## config.mk

```make
export PLATFORM = sky130hd
export DESIGN_NAME = vp_fb_tracker
export DESIGN_NICKNAME = d
export VERILOG_FILES = /design/src/rtl/vp_fb_tracker.sv
export SDC_FILE = /design/constraint.sdc
export NUM_CORES = 2
export LEC_CHECK = 0
export CORE_MARGIN = 8
export CORE_UTILIZATION = 30
export CTS_CLUSTER_SIZE = 14
export DETAILED_ROUTE_END_ITERATION = 7
export PLACE_DENSITY_LB_ADDON = 0.2
export SYNTH_ARGS = -nofsm -noshare
export SYNTH_HDL_FRONTEND = slang
export SYNTH_SLANG_ARGS = --single-unit
export TNS_END_PERCENT = 30
```

## constraint.sdc

```tcl
create_clock -name clk_i -period 117.2 [get_ports clk_i]
set_clock_uncertainty 0.1 [all_clocks]
set_input_delay 11.72 -clock clk_i [delete_from_list [all_inputs] [get_ports clk_i]]
set_output_delay 11.72 -clock clk_i [all_outputs]
set_load 0.01 [all_outputs]
```

## src/rtl/vp_fb_tracker.sv

```systemverilog
// Value-predictor feedback tracker: in-order queue of E1 predictions validated against execute results.
// Optional build macro VP_FB_STATS_EN adds saturating pop/mispredict counters.
module vp_fb_tracker #(
    parameter int P_DEPTH    = 16,
    parameter int P_NUM_PRED = 2
) (
    input  logic                              clk_i,
    input  logic                              rst_i,
    input  logic [P_NUM_PRED-1:0][31:1]       pred_pc_e1_i,
    input  logic [P_NUM_PRED-1:0][31:0]       pred_result_e1_i,
    input  logic [P_NUM_PRED-1:0]             pred_conf_e1_i,
    input  logic [P_NUM_PRED-1:0]             pred_valid_e1_i,
    input  logic [P_NUM_PRED-1:0][31:1]       ex_pc_i,
    input  logic [P_NUM_PRED-1:0][31:0]       ex_result_i,
    input  logic [P_NUM_PRED-1:0]             ex_valid_i,
    input  logic                              flush_i,
    output logic [P_NUM_PRED-1:0][31:1]       fb_pc_o,
    output logic [P_NUM_PRED-1:0][31:0]       fb_actual_o,
    output logic [P_NUM_PRED-1:0]             fb_mispredict_o,
    output logic [P_NUM_PRED-1:0]             fb_conf_o,
    output logic [P_NUM_PRED-1:0]             fb_valid_o,
    output logic                              full_o,
    output logic [$clog2(P_DEPTH):0]          count_o,
    output logic                              drop_o,
    output logic                              desync_o
`ifdef VP_FB_STATS_EN
    ,
    output logic [31:0]                       stat_total_o,
    output logic [31:0]                       stat_mispred_o
`endif
);

    localparam int AW = $clog2(P_DEPTH);
    localparam int CW = AW + 1;

    logic [AW-1:0] head_q, head_d, tail_q, tail_d;
    logic [CW-1:0] count_q, count_d;
    logic          full_q, full_d;
    logic          drop_q, drop_d;
    logic          desync_q, desync_d;

    logic [P_NUM_PRED-1:0][31:1] fb_pc_q, fb_pc_d;
    logic [P_NUM_PRED-1:0][31:0] fb_actual_q, fb_actual_d;
    logic [P_NUM_PRED-1:0]       fb_mispredict_q, fb_mispredict_d;
    logic [P_NUM_PRED-1:0]       fb_conf_q, fb_conf_d;
    logic [P_NUM_PRED-1:0]       fb_valid_q, fb_valid_d;

    logic [31:1] mem_pc_q   [P_DEPTH];
    logic [31:1] mem_pc_d   [P_DEPTH];
    logic [31:0] mem_val_q  [P_DEPTH];
    logic [31:0] mem_val_d  [P_DEPTH];
    logic        mem_conf_q [P_DEPTH];
    logic        mem_conf_d [P_DEPTH];

    logic [P_NUM_PRED-1:0] pop_ok;
    logic                  desync_hit;
    logic                  pop_stop;
    logic [CW-1:0]         n_pop, slot;
    logic [AW-1:0]         rd_idx;

    logic [CW-1:0] n_push, n_acc, free_cnt;
    logic [AW-1:0] wr_off, wr_idx;
    logic          clear, push_ok;

    // Pop side: pair valid ex lanes with head, head+1 using start-of-cycle occupancy only.
    always_comb begin
        // NOTE: every comb output gets a default first so no path leaves it unassigned (no latches).
        pop_ok          = '0;
        desync_hit      = 1'b0;
        pop_stop        = 1'b0;
        n_pop           = '0;
        slot            = '0;
        rd_idx          = '0;
        fb_pc_d         = fb_pc_q;
        fb_actual_d     = fb_actual_q;
        fb_mispredict_d = fb_mispredict_q;
        fb_conf_d       = fb_conf_q;
        for (int l = 0; l < P_NUM_PRED; l++) begin
            if (ex_valid_i[l] && !flush_i && !pop_stop) begin
                if (slot < count_q) begin
                    rd_idx = head_q + slot[AW-1:0];
                    if (ex_pc_i[l] != mem_pc_q[rd_idx]) begin
                        desync_hit = 1'b1;
                        pop_stop   = 1'b1;
                    end else begin
                        pop_ok[l]          = 1'b1;
                        n_pop              = n_pop + CW'(1);
                        fb_pc_d[l]         = mem_pc_q[rd_idx];
                        fb_actual_d[l]     = ex_result_i[l];
                        fb_mispredict_d[l] = (mem_val_q[rd_idx] != ex_result_i[l]);
                        fb_conf_d[l]       = mem_conf_q[rd_idx];
                    end
                end
                slot = slot + CW'(1);
            end
        end
        fb_valid_d = pop_ok;
    end

    // Push side and queue bookkeeping; a flush or desync empties the queue and swallows pushes.
    always_comb begin
        n_push = '0;
        for (int l = 0; l < P_NUM_PRED; l++) begin
            n_push = n_push + CW'(pred_valid_e1_i[l]);
        end
        free_cnt = CW'(P_DEPTH) - count_q;
        clear    = flush_i | desync_hit;
        push_ok  = !clear && (n_push != '0) && (n_push <= free_cnt);
        drop_d   = !clear && (n_push > free_cnt);
        desync_d = desync_hit;
        n_acc    = push_ok ? n_push : '0;

        mem_pc_d   = mem_pc_q;
        mem_val_d  = mem_val_q;
        mem_conf_d = mem_conf_q;
        wr_off     = '0;
        wr_idx     = '0;
        if (push_ok) begin
            for (int l = 0; l < P_NUM_PRED; l++) begin
                if (pred_valid_e1_i[l]) begin
                    wr_idx             = tail_q + wr_off;
                    mem_pc_d[wr_idx]   = pred_pc_e1_i[l];
                    mem_val_d[wr_idx]  = pred_result_e1_i[l];
                    mem_conf_d[wr_idx] = pred_conf_e1_i[l];
                    wr_off             = wr_off + AW'(1);
                end
            end
        end

        if (clear) begin
            head_d  = '0;
            tail_d  = '0;
            count_d = '0;
        end else begin
            head_d  = head_q + n_pop[AW-1:0];
            tail_d  = tail_q + n_acc[AW-1:0];
            count_d = count_q + n_acc - n_pop;
        end
        full_d = (CW'(P_DEPTH) - count_d) < CW'(2);
    end

    // NOTE: sequential state uses non-blocking assignments only; reset is synchronous.
    always_ff @(posedge clk_i) begin
        if (rst_i) begin
            head_q          <= '0;
            tail_q          <= '0;
            count_q         <= '0;
            full_q          <= 1'b0;
            drop_q          <= 1'b0;
            desync_q        <= 1'b0;
            fb_pc_q         <= '0;
            fb_actual_q     <= '0;
            fb_mispredict_q <= '0;
            fb_conf_q       <= '0;
            fb_valid_q      <= '0;
        end else begin
            head_q          <= head_d;
            tail_q          <= tail_d;
            count_q         <= count_d;
            full_q          <= full_d;
            drop_q          <= drop_d;
            desync_q        <= desync_d;
            fb_pc_q         <= fb_pc_d;
            fb_actual_q     <= fb_actual_d;
            fb_mispredict_q <= fb_mispredict_d;
            fb_conf_q       <= fb_conf_d;
            fb_valid_q      <= fb_valid_d;
        end
    end

    // NOTE: queue storage is not reset; head/tail/count alone decide which entries are live.
    always_ff @(posedge clk_i) begin
        mem_pc_q   <= mem_pc_d;
        mem_val_q  <= mem_val_d;
        mem_conf_q <= mem_conf_d;
    end

    assign fb_pc_o         = fb_pc_q;
    assign fb_actual_o     = fb_actual_q;
    assign fb_mispredict_o = fb_mispredict_q;
    assign fb_conf_o       = fb_conf_q;
    assign fb_valid_o      = fb_valid_q;
    assign full_o          = full_q;
    assign count_o         = count_q;
    assign drop_o          = drop_q;
    assign desync_o        = desync_q;

`ifdef VP_FB_STATS_EN
    logic [31:0]   stat_total_q, stat_total_d;
    logic [31:0]   stat_mispred_q, stat_mispred_d;
    logic [CW-1:0] n_mis;

    function automatic logic [31:0] sat_add(input logic [31:0] a, input logic [CW-1:0] b);
        logic [32:0] s;
        s = {1'b0, a} + 33'(b);
        return s[32] ? 32'hFFFF_FFFF : s[31:0];
    endfunction

    always_comb begin
        n_mis = '0;
        for (int l = 0; l < P_NUM_PRED; l++) begin
            n_mis = n_mis + CW'(pop_ok[l] & fb_mispredict_d[l]);
        end
        stat_total_d   = sat_add(stat_total_q, n_pop);
        stat_mispred_d = sat_add(stat_mispred_q, n_mis);
    end

    always_ff @(posedge clk_i) begin
        if (rst_i) begin
            stat_total_q   <= '0;
            stat_mispred_q <= '0;
        end else begin
            stat_total_q   <= stat_total_d;
            stat_mispred_q <= stat_mispred_d;
        end
    end

    assign stat_total_o   = stat_total_q;
    assign stat_mispred_o = stat_mispred_q;
`endif

endmodule

```

==> summary.txt <==
Synthesis
  • Most used DFF post-synth: edfxtp_1
  • Post-synth ARST share: 0
  • Warnings, synthesis: 0
  • Synth area leader: edfxtp_1
  • Synth Register Bits: 1,172
  • Area contributors post-synth: edfxtp_1, mux2i_1, mux4_2
  • Post-synth EDFFs: 1,024
  • Mapped Cells: 6,931
  • Seq/Total Area, Yosys: 0.437
  • Net Count, Synth: 7,217
  • Synth top area share: 0.399
  • Synthesized area: 77,100 sq um
  • Mapped Avg Cell Area: 11.1 sq um
  • Count of cell types in the netlist: 88

Timing
  • Tcrit/Tclk final: 0.200
  • RSZ-0062 raised after global routing: no
  • Post-route setup TNS: 0 ns
  • Setup-failing EPs final: 0
  • Final hold vios: 0
  • Max transition margin: 0.129
  • F_max: 42.6 MHz
  • Slew Viols, Final: 0
  • Fin worst setup slack: 93.74 ns
  • Fin crit period: 23.46 ns
  • Worst-Margin Slew: 1.30 ns

Placement
  • Post-Place Worst Slack: 93.22 ns
  • Post-DP HPWL: 226,000 um
  • Dpl cells: 10,100
  • Gpl congestion: 0.930
  • Placed cell area: 83,700 sq um
  • IO Port Bufs: 400

Die
  • Placement Rows: 186
  • Die Ht: 523 um
  • IO Pins: 401
  • Chip width: 523 um
  • Initial Util: 0.301
  • Die area: 274,000 sq um
  • Core area: 256,000 sq um

Clock tree
  • Post-CTS Hold Buffers: 0
  • TritonCTS clock tree: yes
  • PostCTS Resize Cnt: 0
  • TritonCTS Buffers: 149
  • Root buffer cell: clkbuf_16
  • Clock-pin slew on the worst setup and hold paths: 0.06 ns
  • Clock sinks: 1,172
  • CTS H-tree depth: 4
  • Clock Path Buffers: 3
  • Setup repair bufs after CTS: 0
  • Worst skew pair latency: 0.83 ns

Route
  • Vias: 62,000
  • DR WL/cell: 34.4 um
  • Drt first pass iters: 6
  • Number of DRC markers in iteration 0: 8,582
  • Via density: 5.97
  • DRT antenna net count: 0
  • DRC Markers: 0
  • WL final: 357,000 um

Global route
  • GRT Util Overall: 0.251
  • Initial antenna violation count: 53
  • Largest net degree at the start of global routing: 167
  • Global-route wire length before repair: 493,000 um
  • Vias in the first global route: 58,600
  • Global route overflow: 0

Worst setup path
  • Most frequent CP cell: buf_4
  • Worst Path Required: 117.55 ns
  • Startpoint types: input port
  • Worst-path fanout max: 154
  • CP top delay family: buffers and inverters
  • CP endpoint kind: flip-flop
  • Critical path type: in2reg
  • Buf+Inv Stages, Crit Path: 11
  • Slowest library cell on the worst path: buf_4
  • Slowest stage delay, CP: 0.95 ns
  • Critical Path AT: 23.80 ns
  • Crit-path cells: clkdlybuf4s50_1, nand3b_1, inv_1, ha_4, buf_4, buf_4, mux4_2, mux2i_1, nor3_1, a221oi_1, o311ai_0, nor4_1, and4b_4, a21boi_2, buf_4, nor3_4, buf_4, buf_12, buf_4, buf_4, buf_4, buf_4

Power and ir drop
  • Power Density: 20.0 nW/um^2
  • Peak VDD IR: 0.0179 mV
  • Sw Ratio: 0.348
  • Combinational share of power: 0.288
  • P_sw: 617 uW
  • Clk network pwr share: 0.271
  • Sequential power share: 0.441
  • Power Internal: 1.15 mW
  • Leakage: 29.2 nW

Layout
  • Non-Filler Instances: 10,400
  • Area Overhead vs Synth: 15.0%
  • Layout Utilization: 0.346
  • Layout Nets: 7,141
  • Final Cell Area: 88,700 sq um
  • Share of layout cells above drive strength 1: 0.131
  • Most frequent cells in the layout: mux2i_1, edfxtp_1, nand2_1
  • # fillers: 25,200
  • Commonest non-fill, non-tap cell in the layout: mux2i_1

Min path
  • Min-Delay Path Class: reg2reg

Status
  • Status: finished, final reports clean

Flow run
  • Max Cap Violations: 0
-- synthesized netlist by cell type (64+ instances only) --
master	number
mux2i_1	1291
edfxtp_1	1024
nand2_1	753
o21ai_0	668
nor2_1	517
clkbuf_1	498
a21oi_1	485
mux4_2	448
buf_1	154
dfxtp_1	148
xnor2_1	75
nand4_1	73
buf_2	69
xor2_1	64
-- kinds of logic after synthesis --
kind of cell	share of synthesized area
mux	0.306
buf+inv	0.0440
fa+ha+maj	0.00444
simple gates	0.0843
flops	0.437
xor+xnor	0.0166
compound gates	0.108
-- worst register-to-register path: cells and delay by family (launching register included) --
kind                     cells  cell delay (ns)
AO/OA/AOI/OAI                3             0.61
adder cells (fa/ha/maj)      1             0.41
buffers and inverters       10             7.02
flip-flops                   1             0.72
multiplexers                 2             1.30
AND/OR/NAND/NOR              5             1.90
-- state kept, by name, summed over array words and instances, names as in the netlist --
signal and flops:
count_o 5, desync_o 1, drop_o 1, fb_actual_o 64, fb_conf_o 2, fb_mispredict_o 2
fb_pc_o 62, fb_valid_o 2, full_o 1, head_q 4, mem_conf_q 16, mem_pc_q 496
mem_val_q 512, tail_q 4
-- power by group through the flow --
| stage | Clock, mW | Combinational [mW] | Sequential, mW |
|---|---|---|---|
| floorplan | 0 | 0.354 | 0.893 |
| global placement | 0 | 0.494 | 0.783 |
| detailed placement | 0 | 0.506 | 0.782 |
| CTS | 0.485 | 0.506 | 0.776 |
| global route | 0.500 | 0.546 | 0.793 |
| finish | 0.479 | 0.510 | 0.781 |
-- layout make-up --
type                       instances  area [sq um]  area share
multi-input combinational       4954         40400       0.455
clock inverter                    76           932      0.0105
antenna                           22          55.1    0.000621
sequential                      1172         33700       0.380
timing repair buffer             545          5210      0.0587
clock buffer                     201          4010      0.0452
inverter                          33           126     0.00143
tap                             3384          4230      0.0478
-- stage by stage --
step	hold WS, ns	power, mW
6_report	0.355	1.77
3_3_place_gp	0.347	1.28
4_1_cts	0.356	1.77
3_5_place_dp	0.349	1.29
2_1_floorplan	0.376	1.25
5_1_grt	0.379	1.84
-- final timing paths --
check	start	to	slack, ns	cells past startpoint
max reg2reg	head_q[0]	mem_pc_q[419]	104.72	21
min	fb_pc_o[15]	fb_pc_o[15]	0.35	2
min reg2reg	fb_pc_o[15]	fb_pc_o[15]	0.35	2
max	flush_i	mem_pc_q[419]	93.74	22
-- routing by layer --
layer	up-vias	global-route usage	part of all wire
li1	26100	-	-
met1	31400	0.331	0.40
met2	3709	0.390	0.45
met3	748	0.0597	0.098
met4	30	0.118	0.053
met5	-	0	0.00052
(Power assumes the default switching activity.)
